`config.mk`:
```
export PLATFORM = sky130hd
export DESIGN_NAME = control_unit_flat
export DESIGN_NICKNAME = d
export VERILOG_FILES = /design/src/rtl/control_unit_if.sv /design/src/rtl/control_unit.sv /design/src/flat_wrapper.sv
export SDC_FILE = /design/constraint.sdc
export NUM_CORES = 1
export LEC_CHECK = 0
export BUFFER_PORTS_ARGS = -buffer_cell sky130_fd_sc_hd__buf_2
export CAP_MARGIN = 20
export CORE_UTILIZATION = 39
export DETAILED_ROUTE_END_ITERATION = 10
export PLACE_DENSITY = 0.77
export SLEW_MARGIN = 20
export SYNTH_ARGS = -nofsm -noshare
export SYNTH_HDL_FRONTEND = slang
export SYNTH_SLANG_ARGS = --single-unit
```
`constraint.sdc`:
```
create_clock -name clock -period 1.8 [get_ports clock]
set_input_delay 0.36 -clock clock [delete_from_list [all_inputs] [get_ports clock]]
set_output_delay 0.36 -clock clock [all_outputs]
set_load 0.05 [all_outputs]
```
`src/rtl/control_unit_if.sv`:
```
// Control-side bundle between control_unit and the RV64I datapath/memories.
// master = control unit, slave = datapath and memory side.
interface control_unit_if #(
    parameter int BYTE_NUM = 8
);
    logic [6:0]          opcode;
    logic [2:0]          funct3;
    logic [6:0]          funct7;
    logic                zero;
    logic                negative;
    logic                carry_out;
    logic                overflow;
    logic                instruction_mem_ack;
    logic                data_mem_ack;

    logic                instruction_mem_enable;
    logic                data_mem_read_enable;
    logic                data_mem_write_enable;
    logic [BYTE_NUM-1:0] data_mem_byte_enable;
    logic                alua_src;
    logic                alub_src;
    logic                aluy_src;
    logic [2:0]          alu_src;
    logic                carry_in;
    logic                arithmetic;
    logic                alupc_src;
    logic                pc_src;
    logic                pc_enable;
    logic [2:0]          read_data_src;
    logic [1:0]          write_register_src;
    logic                write_register_enable;
    logic                halted;

    modport master (
        input  opcode, funct3, funct7, zero, negative, carry_out, overflow,
               instruction_mem_ack, data_mem_ack,
        output instruction_mem_enable, data_mem_read_enable, data_mem_write_enable,
               data_mem_byte_enable, alua_src, alub_src, aluy_src, alu_src, carry_in,
               arithmetic, alupc_src, pc_src, pc_enable, read_data_src,
               write_register_src, write_register_enable, halted
    );

    modport slave (
        output opcode, funct3, funct7, zero, negative, carry_out, overflow,
               instruction_mem_ack, data_mem_ack,
        input  instruction_mem_enable, data_mem_read_enable, data_mem_write_enable,
               data_mem_byte_enable, alua_src, alub_src, aluy_src, alu_src, carry_in,
               arithmetic, alupc_src, pc_src, pc_enable, read_data_src,
               write_register_src, write_register_enable, halted
    );
endinterface

```
`src/rtl/control_unit.sv`:
```
// Multicycle RV64I control FSM: fetch/decode/execute sequencing, memory handshakes, branch resolution.
// Define CONTROL_UNIT_HALT_EN to stop on SYSTEM/undecoded opcodes; otherwise they retire as NOPs.
module control_unit #(
    parameter int BYTE_NUM = 8
) (
    input logic            clock,
    input logic            reset,
    control_unit_if.master bus
);
    localparam logic [6:0] OPC_LOAD   = 7'b0000011;
    localparam logic [6:0] OPC_IMM    = 7'b0010011;
    localparam logic [6:0] OPC_AUIPC  = 7'b0010111;
    localparam logic [6:0] OPC_IMM_32 = 7'b0011011;
    localparam logic [6:0] OPC_STORE  = 7'b0100011;
    localparam logic [6:0] OPC_OP     = 7'b0110011;
    localparam logic [6:0] OPC_LUI    = 7'b0110111;
    localparam logic [6:0] OPC_OP_32  = 7'b0111011;
    localparam logic [6:0] OPC_BRANCH = 7'b1100011;
    localparam logic [6:0] OPC_JALR   = 7'b1100111;
    localparam logic [6:0] OPC_JAL    = 7'b1101111;

`ifdef CONTROL_UNIT_HALT_EN
    localparam bit HaltEn = 1'b1;
`else
    localparam bit HaltEn = 1'b0;
`endif

    typedef enum logic [2:0] {
        S_FETCH, S_DECODE, S_ALU_WB, S_LOAD, S_STORE, S_BRANCH, S_JUMP, S_HALT
    } state_e;

    state_e state_q, state_d;
    logic   imem_req_q, imem_req_d;
    logic   rd_req_q, rd_req_d;
    logic   wr_req_q, wr_req_d;
    logic   imem_ack, dmem_ack;
    logic   is_reg_op, is_imm_op, is_w_op, known_op, taken;
    int     store_lanes;
    logic   unused_funct7;

    // Acks count only while the matching request is actually on the bus.
    assign imem_ack    = imem_req_q & bus.instruction_mem_ack;
    assign dmem_ack    = (rd_req_q | wr_req_q) & bus.data_mem_ack;

    assign is_reg_op   = (bus.opcode == OPC_OP) || (bus.opcode == OPC_OP_32);
    assign is_imm_op   = (bus.opcode == OPC_IMM) || (bus.opcode == OPC_IMM_32);
    assign is_w_op     = (bus.opcode == OPC_OP_32) || (bus.opcode == OPC_IMM_32);
    assign known_op    = bus.opcode inside {OPC_LOAD, OPC_IMM, OPC_AUIPC, OPC_IMM_32, OPC_STORE,
                                            OPC_OP, OPC_LUI, OPC_OP_32, OPC_BRANCH, OPC_JALR,
                                            OPC_JAL};
    assign store_lanes = 1 << bus.funct3[1:0];
    assign unused_funct7 = ^{bus.funct7[6], bus.funct7[4:0]};

    always_ff @(posedge clock or negedge reset) begin
        if (!reset) begin
            state_q    <= S_FETCH;
            imem_req_q <= 1'b0;
            rd_req_q   <= 1'b0;
            wr_req_q   <= 1'b0;
        end else begin
            // NOTE: non-blocking assignments so every register updates from pre-edge values.
            state_q    <= state_d;
            imem_req_q <= imem_req_d;
            rd_req_q   <= rd_req_d;
            wr_req_q   <= wr_req_d;
        end
    end

    always_comb begin
        state_d = state_q;
        case (state_q)
            S_FETCH:  if (imem_ack) state_d = S_DECODE;
            S_DECODE: begin
                if (!known_op) begin
                    state_d = HaltEn ? S_HALT : S_FETCH;
                end else begin
                    case (bus.opcode)
                        OPC_LOAD:          state_d = S_LOAD;
                        OPC_STORE:         state_d = S_STORE;
                        OPC_BRANCH:        state_d = S_BRANCH;
                        OPC_JAL, OPC_JALR: state_d = S_JUMP;
                        default:           state_d = S_ALU_WB;
                    endcase
                end
            end
            S_LOAD, S_STORE: if (dmem_ack) state_d = S_FETCH;
            S_HALT:   state_d = HaltEn ? S_HALT : S_FETCH;
            default:  state_d = S_FETCH;
        endcase
    end

    // Requests are registered from the next state so reset leaves every enable low.
    assign imem_req_d = (state_d == S_FETCH);
    assign rd_req_d   = (state_d == S_LOAD);
    assign wr_req_d   = (state_d == S_STORE);

    assign bus.instruction_mem_enable = imem_req_q;
    assign bus.data_mem_read_enable   = rd_req_q;
    assign bus.data_mem_write_enable  = wr_req_q;
    assign bus.halted                 = HaltEn && (state_q == S_HALT);

    always_comb begin
        case (bus.funct3)
            3'b000:  taken = bus.zero;
            3'b001:  taken = ~bus.zero;
            3'b100:  taken = bus.negative ^ bus.overflow;
            3'b101:  taken = ~(bus.negative ^ bus.overflow);
            3'b110:  taken = ~bus.carry_out;
            3'b111:  taken = bus.carry_out;
            default: taken = 1'b0;
        endcase
    end

    always_comb begin
        // NOTE: every output is defaulted first so no path through the case infers a latch.
        bus.data_mem_byte_enable  = '0;
        bus.alua_src              = 1'b0;
        bus.alub_src              = 1'b0;
        bus.aluy_src              = 1'b0;
        bus.alu_src               = 3'b000;
        bus.carry_in              = 1'b0;
        bus.arithmetic            = 1'b0;
        bus.alupc_src             = 1'b0;
        bus.pc_src                = 1'b0;
        bus.pc_enable             = 1'b0;
        bus.read_data_src         = 3'b000;
        bus.write_register_src    = 2'b00;
        bus.write_register_enable = 1'b0;

        case (state_q)
            S_DECODE: bus.pc_enable = !HaltEn && !known_op;
            S_ALU_WB: begin
                // LUI/AUIPC carry junk in funct3; force a plain add.
                if (is_reg_op || is_imm_op) bus.alu_src = bus.funct3;
                bus.alua_src   = (bus.opcode == OPC_AUIPC);
                bus.alub_src   = is_reg_op;
                bus.aluy_src   = is_w_op;
                bus.arithmetic = (is_reg_op || (is_imm_op && bus.funct3 == 3'b101)) && bus.funct7[5];
                bus.carry_in   = (is_reg_op && bus.funct3 == 3'b000 && bus.funct7[5]) ||
                                 ((is_reg_op || is_imm_op) && bus.funct3[2:1] == 2'b01);
                bus.write_register_src    = 2'b10;
                bus.write_register_enable = 1'b1;
                bus.pc_enable             = 1'b1;
            end
            S_LOAD: begin
                bus.read_data_src         = {~bus.funct3[2], bus.funct3[1:0]};
                bus.write_register_enable = dmem_ack;
                bus.pc_enable             = dmem_ack;
            end
            S_STORE: begin
                for (int i = 0; i < BYTE_NUM; i++) bus.data_mem_byte_enable[i] = (i < store_lanes);
                bus.pc_enable = dmem_ack;
            end
            S_BRANCH: begin
                bus.alub_src   = 1'b1;
                bus.arithmetic = 1'b1;
                bus.carry_in   = 1'b1;
                bus.pc_src     = taken;
                bus.pc_enable  = 1'b1;
            end
            S_JUMP: begin
                bus.alupc_src             = (bus.opcode == OPC_JALR);
                bus.write_register_src    = 2'b01;
                bus.write_register_enable = 1'b1;
                bus.pc_src                = 1'b1;
                bus.pc_enable             = 1'b1;
            end
            default: ;
        endcase
    end
endmodule
```
`src/flat_wrapper.sv`:
```
// flat-port wrapper written by rule: the top's interface ports become plain ports
module control_unit_flat 
#(
    parameter int BYTE_NUM = 8
)
  (clock, reset, bus_opcode, bus_funct3, bus_funct7, bus_zero, bus_negative, bus_carry_out, bus_overflow, bus_instruction_mem_ack, bus_data_mem_ack, bus_instruction_mem_enable, bus_data_mem_read_enable, bus_data_mem_write_enable, bus_data_mem_byte_enable, bus_alua_src, bus_alub_src, bus_aluy_src, bus_alu_src, bus_carry_in, bus_arithmetic, bus_alupc_src, bus_pc_src, bus_pc_enable, bus_read_data_src, bus_write_register_src, bus_write_register_enable, bus_halted);
  control_unit_if #(.BYTE_NUM(BYTE_NUM)) bus_i ();
  input logic clock;
  input logic reset;
  input wire logic [$bits(bus_i.opcode)-1:0] bus_opcode;
  input wire logic [$bits(bus_i.funct3)-1:0] bus_funct3;
  input wire logic [$bits(bus_i.funct7)-1:0] bus_funct7;
  input wire logic [$bits(bus_i.zero)-1:0] bus_zero;
  input wire logic [$bits(bus_i.negative)-1:0] bus_negative;
  input wire logic [$bits(bus_i.carry_out)-1:0] bus_carry_out;
  input wire logic [$bits(bus_i.overflow)-1:0] bus_overflow;
  input wire logic [$bits(bus_i.instruction_mem_ack)-1:0] bus_instruction_mem_ack;
  input wire logic [$bits(bus_i.data_mem_ack)-1:0] bus_data_mem_ack;
  output wire logic [$bits(bus_i.instruction_mem_enable)-1:0] bus_instruction_mem_enable;
  output wire logic [$bits(bus_i.data_mem_read_enable)-1:0] bus_data_mem_read_enable;
  output wire logic [$bits(bus_i.data_mem_write_enable)-1:0] bus_data_mem_write_enable;
  output wire logic [$bits(bus_i.data_mem_byte_enable)-1:0] bus_data_mem_byte_enable;
  output wire logic [$bits(bus_i.alua_src)-1:0] bus_alua_src;
  output wire logic [$bits(bus_i.alub_src)-1:0] bus_alub_src;
  output wire logic [$bits(bus_i.aluy_src)-1:0] bus_aluy_src;
  output wire logic [$bits(bus_i.alu_src)-1:0] bus_alu_src;
  output wire logic [$bits(bus_i.carry_in)-1:0] bus_carry_in;
  output wire logic [$bits(bus_i.arithmetic)-1:0] bus_arithmetic;
  output wire logic [$bits(bus_i.alupc_src)-1:0] bus_alupc_src;
  output wire logic [$bits(bus_i.pc_src)-1:0] bus_pc_src;
  output wire logic [$bits(bus_i.pc_enable)-1:0] bus_pc_enable;
  output wire logic [$bits(bus_i.read_data_src)-1:0] bus_read_data_src;
  output wire logic [$bits(bus_i.write_register_src)-1:0] bus_write_register_src;
  output wire logic [$bits(bus_i.write_register_enable)-1:0] bus_write_register_enable;
  output wire logic [$bits(bus_i.halted)-1:0] bus_halted;
  assign bus_i.opcode = bus_opcode;
  assign bus_i.funct3 = bus_funct3;
  assign bus_i.funct7 = bus_funct7;
  assign bus_i.zero = bus_zero;
  assign bus_i.negative = bus_negative;
  assign bus_i.carry_out = bus_carry_out;
  assign bus_i.overflow = bus_overflow;
  assign bus_i.instruction_mem_ack = bus_instruction_mem_ack;
  assign bus_i.data_mem_ack = bus_data_mem_ack;
  assign bus_instruction_mem_enable = bus_i.instruction_mem_enable;
  assign bus_data_mem_read_enable = bus_i.data_mem_read_enable;
  assign bus_data_mem_write_enable = bus_i.data_mem_write_enable;
  assign bus_data_mem_byte_enable = bus_i.data_mem_byte_enable;
  assign bus_alua_src = bus_i.alua_src;
  assign bus_alub_src = bus_i.alub_src;
  assign bus_aluy_src = bus_i.aluy_src;
  assign bus_alu_src = bus_i.alu_src;
  assign bus_carry_in = bus_i.carry_in;
  assign bus_arithmetic = bus_i.arithmetic;
  assign bus_alupc_src = bus_i.alupc_src;
  assign bus_pc_src = bus_i.pc_src;
  assign bus_pc_enable = bus_i.pc_enable;
  assign bus_read_data_src = bus_i.read_data_src;
  assign bus_write_register_src = bus_i.write_register_src;
  assign bus_write_register_enable = bus_i.write_register_enable;
  assign bus_halted = bus_i.halted;
  control_unit #(.BYTE_NUM(BYTE_NUM)) u_core (.clock(clock), .reset(reset), .bus(bus_i));
endmodule
```
==> results.yml, run 1 <==
outcome:
  status: "finished, violations left"
  violations: "setup timing"
clock_network:
  clock_path_buffers: 2
  cts_tree: "done"
  root_buffer: "clkbuf_4"
  clkTransAtPathRegs_ns: 0.06
  cts.sinks: 6
  clock_latency_ns: 0.25
  htree_levels: 1
  cts-buffers-inserted: 3
placed_design:
  io_buffers: 46
  dpl.hpwl_mm: 1.74
  gp_congestion: 0.809
  place_area_um2: 1150
  placedCellCount: 175
floorplan:
  num_io_pins: 54
  dieArea_um2: 2000
  die_w_um: 44.7
  core_area_um2: 1730
  dieHeight_um: 44.7
  start_util_pct: 41.2
  rows: 15
grt:
  grt_usage_pct: 27.0
  overflow: 0
  grt_max_degree: 11
  grt_pass1_wl_mm: 3.93
  grt_pass1_vias: 881
  antenna_found_initial: 0
pwr:
  powerDensity_nw_per_um2: 579
  p_switching_uw: 370
  vdd_drop_max_uv: 380
  p_clk_share_pct: 17.7
  power.share.combinational_pct: 60.4
  p_leak_uw: 0.000677
  internal_power_uw: 443
  netSwitchingFraction_pct: 45.6
  p_seq_share_pct: 21.9
route:
  vias_per_cell: 5.55
  postRouteAntennaNets: 0
  remaining_drc_errors: 0
  wire_per_inst_um: 15.7
  routed_wl_mm: 2.84
  route.vias.total: 1004
  drtPass1Iterations: 4
  drtIter0Drc: 26
setup_path:
  cp.required_ns: 1.44
  startpoint: "u_core.state_q[0]"
  crit_chain: "nor3b_4 -> nand2_2 -> or2_4 -> o31ai_4 -> buf_6"
  crit_family: "simple AND/OR/NAND/NOR gates"
  worstSetupPathType: "flip-flop to primary output"
  r2r_start: "u_core.state_q[0]"
  end_kind: "primary output"
  max_stage_delay_ns: 0.42
  crit_path_top_delay_cell: "dfrtp_1"
  critical_path_arrival_ns: 1.73
  crit_path_start_kind: "flip-flop"
  crit_fanout: 4
  path_buf_inv: 1
yosys:
  ys.warnings.count: 0
  synth_common_cells: "and2_1 (11), dfrtp_1 (6), nand2_1 (6), nor2_1 (6)"
  synth.largest_area_cell: "dfrtp_1"
  syn-num-nets: 119
  synth-compound-area-share_pct: 19.7
  ys_ff_latch: 6
  synthMuxAreaShare_pct: 1.41
  yosysUniqueCellTypes: 41
  synth_edf_count: 0
  syn_area_um2: 712
  synth_cells: 94
  avgSynthCellArea_um2: 7.57
  synth_fa_ha_area_share_pct: 0
  synth_flop_cell: "dfrtp_1"
  synthTopCellsByArea: "dfrtp_1 (21%), and2_1 (9.7%), and3b_1 (3.7%), buf_4 (3.2%), nand2_1 (3.2%)"
  seq_area_frac_synth_pct: 21.1
  synthXorXnorAreaFrac_pct: 3.69
  async_flop_share_pct: 100
  yosys.area_share.simple_pct: 46.7
  synth_most_common_cell: "and2_1"
  yosys.area.top_type_share_pct: 21.1
  synth_top_family_by_area: "simple AND/OR/NAND/NOR gates"
final_layout:
  synthToLayoutAreaGrowth_pct: 97.2
  drive_gt1_share_pct: 64.1
  final_nets: 182
  antennaDiodeCount: 0
  design_area_um2: 1400
  layout.cells.non_filler: 181
  fillers: 115
sta:
  fmax_mhz: 479
  fin_crit_sh_pct: 116
  finalSetupViolCount: 20
  rsz0062_at_grt: "yes"
  slew_viol_final: 0
  layout_min_cycle_time_ns: 2.09
  hold_viol: 0
  setup_slack_ns: -0.286
  skew_ns: 0.00673
min_path:
  worst_hold_path_type: "primary input to async pin"
run:
  cap_violations: 0
==> stage by stage <==
step	setup TNS (ns)	util [%]	total power [uW]	setup slack, ns	hold slack [ns]
final	-2.35	81.3	813	-0.286	0.497
after global routing	-3.08	81.3	848	-0.293	0.489
after CTS	-1.86	78.0	775	-0.259	0.450
after detailed placement	-0.753	66.7	597	-0.149	0.191
after global placement	-0.530	66.7	582	-0.130	0.182
after floorplan	-3.39	-	462	-0.599	0.0644
==> sequential cells by signal (all words and copies together) (netlist names) <==
register and flops:
u_core.bus.data_mem_write_enable 1, u_core.bus.data_mem_read_enable 1, u_core.bus.instruction_mem_enable 1, u_core.state_q 3
==> power by group through the flow <==
| stage | registers (uW) | clock network (uW) | logic (uW) |
|---|---|---|---|
| after floorplan | 224 | 0 | 237 |
| after global placement | 176 | 0 | 406 |
| after detailed placement | 179 | 0 | 418 |
| after CTS | 176 | 147 | 451 |
| after global routing | 179 | 151 | 519 |
| final | 178 | 144 | 491 |
==> layer usage <==
layer / wire length, um / global-route usage, % / up-vias
li1: - / - / 461
met1: 1010 / 28.1 / 483
met2: 1600 / 53.2 / 54
met3: 173 / 5.20 / 6
met4: 51 / 9.09 / 0
met5: 0 / 0 / -
==> timing repair <==
| action | 4_1_cts | 5_1_grt |
|---|---|---|
| buffers inserted | 1 | 1 |
| hold buffers | 1 | 0 |
| pin swaps | 5 | 3 |
| endpoints found under the hold margin | 6 | 0 |
| gates resized for setup | 48 | 19 |
| endpoints found under the setup margin | 23 | 27 |
==> placed cells by master, fill, tap and decap left out, types with 2 or more instances in the layout <==
cell / n
and4b_1: 2
nand2b_1: 3
a31oi_1: 3
or2_4: 2
nor2_1: 3
nor2_4: 3
buf_8: 9
and3b_1: 2
dfrtp_2: 2
dfrtp_1: 4
a21oi_1: 3
buf_4: 21
xnor2_1: 2
nor3b_1: 2
nand2_1: 5
buf_2: 22
inv_1: 3
buf_6: 10
nand2_2: 2
and2_4: 6
and2_1: 4
o21ai_2: 2
o21ai_0: 2
clkbuf_4: 5
o211ai_1: 2
==> cell families after synthesis <==
logic type | Yosys count
AO/OA/AOI/OAI | 21
XOR/XNOR | 3
buffers and inverters | 10
flip-flops | 6
multiplexers | 1
other | 1
AND/OR/NAND/NOR | 52
==> final cells by class <==
class                      instances  area (um2)  area share (%)
multi-input combinational         78         642            45.7
timing repair buffer              65         541            38.5
sequential                         6         153            10.9
tap                               25        31.3            2.23
clock buffer                       4        26.3            1.87
inverter                           3        11.3           0.802
==> final timing paths <==
| kind | to | slack, ns | depth (start not counted) |
|---|---|---|---|
| min in group clock | u_core.state_q[2] | 0.55 | 3 |
| hold / removal | u_core.state_q[0] | 0.50 | 2 |
| setup reg to reg | u_core.bus.data_mem_write_enable | -0.06 | 5 |
| max in group asynchronous | u_core.bus.data_mem_read_enable | 1.14 | 2 |
| setup / recovery | bus_carry_in | -0.29 | 5 |
| hold reg to reg | u_core.state_q[0] | 0.57 | 2 |
No activity file was read; power rests on OpenSTA's default activity.
==> inputs of run 2 (changes only) <==
--- a/config.mk
+++ b/config.mk
@@ -7,9 +7,9 @@
 export LEC_CHECK = 0
 export BUFFER_PORTS_ARGS = -buffer_cell sky130_fd_sc_hd__buf_2
 export CAP_MARGIN = 20
-export CORE_UTILIZATION = 39
+export CORE_UTILIZATION = 35
 export DETAILED_ROUTE_END_ITERATION = 10
-export PLACE_DENSITY = 0.77
+export PLACE_DENSITY = 0.72
 export SLEW_MARGIN = 20
 export SYNTH_ARGS = -nofsm -noshare
 export SYNTH_HDL_FRONTEND = slang
==> constraint.sdc (replaced) <==
create_clock -name clock -period 1.79 [get_ports clock]
set_input_delay 0.358 -clock clock [delete_from_list [all_inputs] [get_ports clock]]
set_output_delay 0.358 -clock clock [all_outputs]
set_load 0.05 [all_outputs]
==> run 2 against run 1 <==
The run still ends with setup timing left. Die area up 11%. Critical endpoint unchanged. Sequential cell count unchanged. Total power is 1.1% higher. Via count fell by 0.70%. Setup slack gained 0.017 ns. First-iteration DRC count is 42% higher. Clock-buffer cell count is the same. Cell area increased by 3.5%. Combinational power grew 2%. Largest power group unchanged. Critical path type unchanged.
==> results.yml, run 2 (synthesis results as in run 1) <==
outcome:
  status: "finished, violations left"
  violations: "setup timing"
setup_path:
  cp.required_ns: 1.43
  end_kind: "primary output"
  worstSetupPathType: "flip-flop to primary output"
  crit_fanout: 4
  critical_path_arrival_ns: 1.70
  crit_path_start_kind: "flip-flop"
final_layout:
  final_common_cell: "buf_2"
  antennaDiodeCount: 0
  regMostFlops: "u_core.state_q"
  final_util_pct: 79.8
  layout_common_cells: "buf_2 (24), buf_4 (21), buf_8 (11), buf_6 (10), and2_4 (7)"
  synthToLayoutAreaGrowth_pct: 104
  final_nets: 186
  design_area_um2: 1450
  largest_reg_flops: 3
  layout.cells.non_filler: 185
  drive_gt1_share_pct: 66.3
route:
  route.vias.total: 997
  drtPass1Iterations: 4
  vias_per_cell: 5.39
  drtIter0Drc: 37
  routed_wl_mm: 2.83
  remaining_drc_errors: 0
  wire_per_inst_um: 15.3
  postRouteAntennaNets: 0
grt:
  antenna_found_initial: 0
  grt_usage_pct: 23.4
  grt_max_degree: 11
  grt_pass1_wl_mm: 3.71
  grt_pass1_vias: 913
  overflow: 0
clock_network:
  cts-buffers-inserted: 3
  clock_path_buffers: 2
  htree_levels: 1
  root_buffer: "clkbuf_4"
  clkTransAtPathRegs_ns: 0.06
  cts_tree: "done"
  cts.sinks: 6
  clock_latency_ns: 0.25
floorplan:
  dieHeight_um: 47.1
  num_io_pins: 54
  core_area_um2: 1820
  die_w_um: 47.1
  rows: 15
  dieArea_um2: 2220
  start_util_pct: 39.1
sta:
  skew_ns: 0.0135
  rsz0062_at_grt: "yes"
  setup_slack_ns: -0.269
  fin_crit_sh_pct: 115
  layout_min_cycle_time_ns: 2.06
  fmax_mhz: 486
  finalSetupViolCount: 20
  slew_viol_final: 0
  hold_viol: 0
placed_design:
  placedCellCount: 178
  place_ws_ns: -0.144
  io_buffers: 46
  dpl.hpwl_mm: 1.80
  gp_congestion: 0.798
  place_area_um2: 1170
pwr:
  powerDensity_nw_per_um2: 566
  p_leak_uw: 0.000704
  vdd_drop_max_uv: 628
  total_power_uw: 822
min_path:
  worst_hold_path_type: "primary input to async pin"
run:
  cap_violations: 0
run 2: critical path: stages, from the launching register on:
cell     delay, ns
dfrtp_1       0.42
nor3b_4       0.25
nand2_2       0.09
or2_4         0.26
o31ai_4       0.24
buf_6         0.18
run 2: power by group:
| part | internal (uW) | leakage [uW] | switching, uW |
|---|---|---|---|
| clock network | 85.0 | 0.0000150 | 57.9 |
| logic | 210 | 0.000613 | 290 |
| registers | 159 | 0.0000756 | 20.0 |
| total | 454 | 0.000704 | 368 |
run 2: final cells by class:
class	count	area, um2
Clock buffer	4	26.3
Multi-Input combinational cell	78	651
Inverter	3	11.3
Fill cell	124	368
Timing Repair Buffer	69	581
Tap cell	25	31.3
Sequential cell	6	153
run 2: timing repair:
action	CTS	global route
hold endpoints to repair	6	0
hold buffers	1	0
gates resized for setup	47	23
buffers inserted	0	2
pin swaps	2	5
setup endpoints to repair	22	27
run 2: metrics by stage:
stage,hold WS [ns],setup TNS (ns)
2_1_floorplan,0.0624,-3.47
3_3_place_gp,0.178,-0.649
3_5_place_dp,0.190,-0.874
4_1_cts,0.462,-1.57
5_1_grt,0.495,-3.74
6_report,0.491,-2.69
run 2: worst paths after layout:
check	from	endpoint	slack, ns	depth (start not counted)
worst max-delay path	u_core.state_q[2]	bus_carry_in	-0.27	5
worst min-delay path	reset	u_core.bus.data_mem_write_enable	0.49	2
worst max register to register	u_core.state_q[2]	u_core.bus.data_mem_write_enable	-0.20	6
worst min register to register	u_core.bus.instruction_mem_enable	u_core.state_q[0]	0.56	2
max in group asynchronous	reset	u_core.bus.instruction_mem_enable	1.13	2
min in group clock	bus_data_mem_ack	u_core.state_q[0]	0.54	4
run 2: layer usage:
metal / track usage, % / vias to the layer above / share of wire [%]
met3: 3.85 / 15 / 5.7
met1: 25.8 / 465 / 36
met2: 45.8 / 52 / 56
met4: 5.71 / 0 / 2.5
met5: 0 / - / 0
li1: - / 465 / -
==> inputs of run 3 (changes only) <==
--- a/config.mk
+++ b/config.mk
@@ -5,10 +5,12 @@
 export SDC_FILE = /design/constraint.sdc
 export NUM_CORES = 1
 export LEC_CHECK = 0
+export ABC_AREA = 1
 export BUFFER_PORTS_ARGS = -buffer_cell sky130_fd_sc_hd__buf_2
 export CAP_MARGIN = 20
-export CORE_UTILIZATION = 35
+export CORE_UTILIZATION = 33
 export DETAILED_ROUTE_END_ITERATION = 10
+export MAX_ROUTING_LAYER = met4
 export PLACE_DENSITY = 0.72
 export SLEW_MARGIN = 20
 export SYNTH_ARGS = -nofsm -noshare
==> run 3 against run 2 <==
Clock power fell by 9%. Sequential cell count unchanged. Largest cell class is now buffers. The run still ends with setup timing left. Wire length down 17%. Largest power group unchanged. Fmax increased by 9.6%. Cell area down 2.2%. Sequential share of layout area up 0.33 points. Worst hold slack worse by 0.018 ns. Total power decreased by 0.19%. Via count is 4.1% lower. Die area down 7.9%. Register-to-register slack better by 0.58 ns.
==> results.yml, run 3 <==
setup_path:
  max_stage_delay_ns: 0.46
  cp.required_ns: 1.43
  r2r_start: "u_core.state_q[2]"
  end_kind: "primary output"
  worstSetupPathType: "flip-flop to primary output"
  crit_fanout: 7
  r2r_cells: 7
  worst_r2r_endpoint: "u_core.bus.instruction_mem_enable"
  crit_path_start_kind: "flip-flop"
  r2r_slack_ns: 0.38
  critical_path_arrival_ns: 1.52
  crit_path_top_delay_cell: "dfrtp_2"
  crit_chain: "buf_4 -> nor2_4 -> nand4_4 -> buf_12 -> o21ai_4 -> buf_6"
final_layout:
  largest_reg_flops: 3
  drive_gt1_share_pct: 60.5
  regMostFlops: "u_core.state_q"
  layout_common_cells: "buf_2 (24), buf_4 (23), buf_6 (16), inv_1 (14)"
  final_common_cell: "buf_2"
  synthToLayoutAreaGrowth_pct: 131
  final_nets: 198
  antennaDiodeCount: 0
  design_area_um2: 1420
  final_util_pct: 81.4
  layout.cells.non_filler: 197
yosys:
  syn-num-nets: 127
  syn_area_um2: 616
  yosys.area.top_type_share_pct: 24.4
  synth_edf_count: 0
  synth_flop_cell: "dfrtp_1"
  synth_cells: 102
  synthTopCellsByArea: "dfrtp_1 (24%), nor2_1 (12%), inv_1 (12%), nand3_1 (8.1%), nand2_1 (6.7%)"
  yosysUniqueCellTypes: 23
  synth_most_common_cell: "nor2_1"
  ys_ff_latch: 6
  synth_common_cells: "nor2_1 (20), inv_1 (19), nand2_1 (11)"
  avgSynthCellArea_um2: 6.04
  async_flop_share_pct: 100
  synth.largest_area_cell: "dfrtp_1"
  seq_area_frac_synth_pct: 24.4
  ys.warnings.count: 0
route:
  route.vias.total: 956
  drtIter0Drc: 17
  highest_layer: "met3"
  drtPass1Iterations: 4
  vias_per_cell: 4.85
  wire_per_inst_um: 11.9
  met3_length_um: 126
  remaining_drc_errors: 0
  drt-met1-wl_um: 872
  postRouteAntennaNets: 0
  routed_wl_mm: 2.35
  wl_met2_mm: 1.35
sta:
  rsz0062_at_grt: "yes"
  setup_slack_ns: -0.0887
  fmax_mhz: 532
  fin_crit_sh_pct: 105
  skew_ns: 0.00312
  layout_min_cycle_time_ns: 1.88
  slew_viol_final: 0
  whs_ns: 0.473
  finalSetupViolCount: 13
  hold_viol: 0
placed_design:
  gp_congestion: 0.810
  io_buffers: 46
  place_area_um2: 1090
  placedCellCount: 182
  dpl.hpwl_mm: 1.59
floorplan:
  die_w_um: 45.2
  start_util_pct: 35.3
  core_area_um2: 1750
  num_io_pins: 54
  dieHeight_um: 45.2
  rows: 15
  dieArea_um2: 2040
pwr:
  p_leak_uw: 0.000713
  powerDensity_nw_per_um2: 578
  vdd_drop_max_uv: 794
outcome:
  violations: "setup timing"
  status: "finished, violations left"
grt:
  grt_max_degree: 8
  antenna_found_initial: 0
  grt_pass1_wl_mm: 3.22
  grt_pass1_vias: 815
  overflow: 0
  grt_usage_pct: 22.0
clock_network:
  root_buffer: "clkbuf_4"
  clock_path_buffers: 2
  cts.sinks: 6
  clock_latency_ns: 0.24
  htree_levels: 1
  cts-buffers-inserted: 3
  clkTransAtPathRegs_ns: 0.05
  cts_tree: "done"
min_path:
  worst_hold_path_type: "primary input to async pin"
run:
  cap_violations: 0
## run 3: cell types whose count changed in the layout (fill, tap and decap cells not counted), moves of 5 or more
cell and delta:
nor2_1 +6, and2_4 -7, buf_8 -8, nor2_4 +6, buf_6 +6, inv_1 +11, nand2_1 +5, inv_2 +5
nand3_1 +9
## run 3: metrics by stage
stage               total power [uW]  worst slack, ns  TNS [ns]
floorplan                        483           -0.229     -1.79
global placement                 599          -0.0408    -0.112
detailed placement               605          -0.0541    -0.137
CTS                              797          -0.0851    -0.614
global route                     868           -0.170     -1.86
finish                           820          -0.0887    -0.652
## run 3: report_power, final
part           internal, uW  total, uW  switching (uW)  leakage, uW
clock network          84.2        130            45.3    0.0000150
registers               164        192            28.0    0.0000740
logic                   167        499             332     0.000624
total                   415        820             405     0.000713
## run 3: logic make-up after synthesis
group           after synthesis  synth area share, %
compound gates               17                 17.1
other cells                   1                0.609
simple gates                 53                 39.2
buf+inv                      23                 15.9
flops                         6                 24.4
xor+xnor                      2                 2.85
## run 3: worst max-delay path by stage
stage | slack (ns) | to | depth (start not counted) | start
CTS | -0.09 | bus_carry_in | 8 | u_core.state_q[1]
global placement | -0.04 | bus_carry_in | 5 | bus_opcode[6]
finish | -0.09 | bus_alub_src | 6 | u_core.state_q[2]
floorplan | -0.23 | bus_carry_in | 6 | u_core.state_q[1]
global route | -0.17 | bus_pc_enable | 7 | u_core.state_q[0]
detailed placement | -0.05 | bus_carry_in | 5 | bus_opcode[6]
## run 3: final cells by class
type | instances | area (um2)
Clock buffer | 4 | 26.3
Timing Repair Buffer | 69 | 568
Fill cell | 113 | 325
Inverter | 20 | 75.1
Sequential cell | 6 | 154
Tap cell | 25 | 31.3
Multi-Input combinational cell | 73 | 566
## run 3: metal layers
layer  vias to the layer above  GRT usage [%]
met4                         0           4.85
met2                        36           44.1
met1                       444           23.5
met5                         -              -
met3                         0          0.400
li1                        476              -
## run 3: critical path, delay by kind of cell (launching register included)
kind	cells	cell delay, ns
AO/OA/AOI/OAI	1	0.12
buffers and inverters	3	0.50
flip-flops	1	0.46
AND/OR/NAND/NOR	2	0.21
## run 3: timing repair
item,in CTS,in global routing
endpoints found under the hold margin,6,0
gates resized for setup,37,26
setup endpoints to repair,19,23
hold buffers,1,0
buffers inserted,8,2
pin swaps,8,4
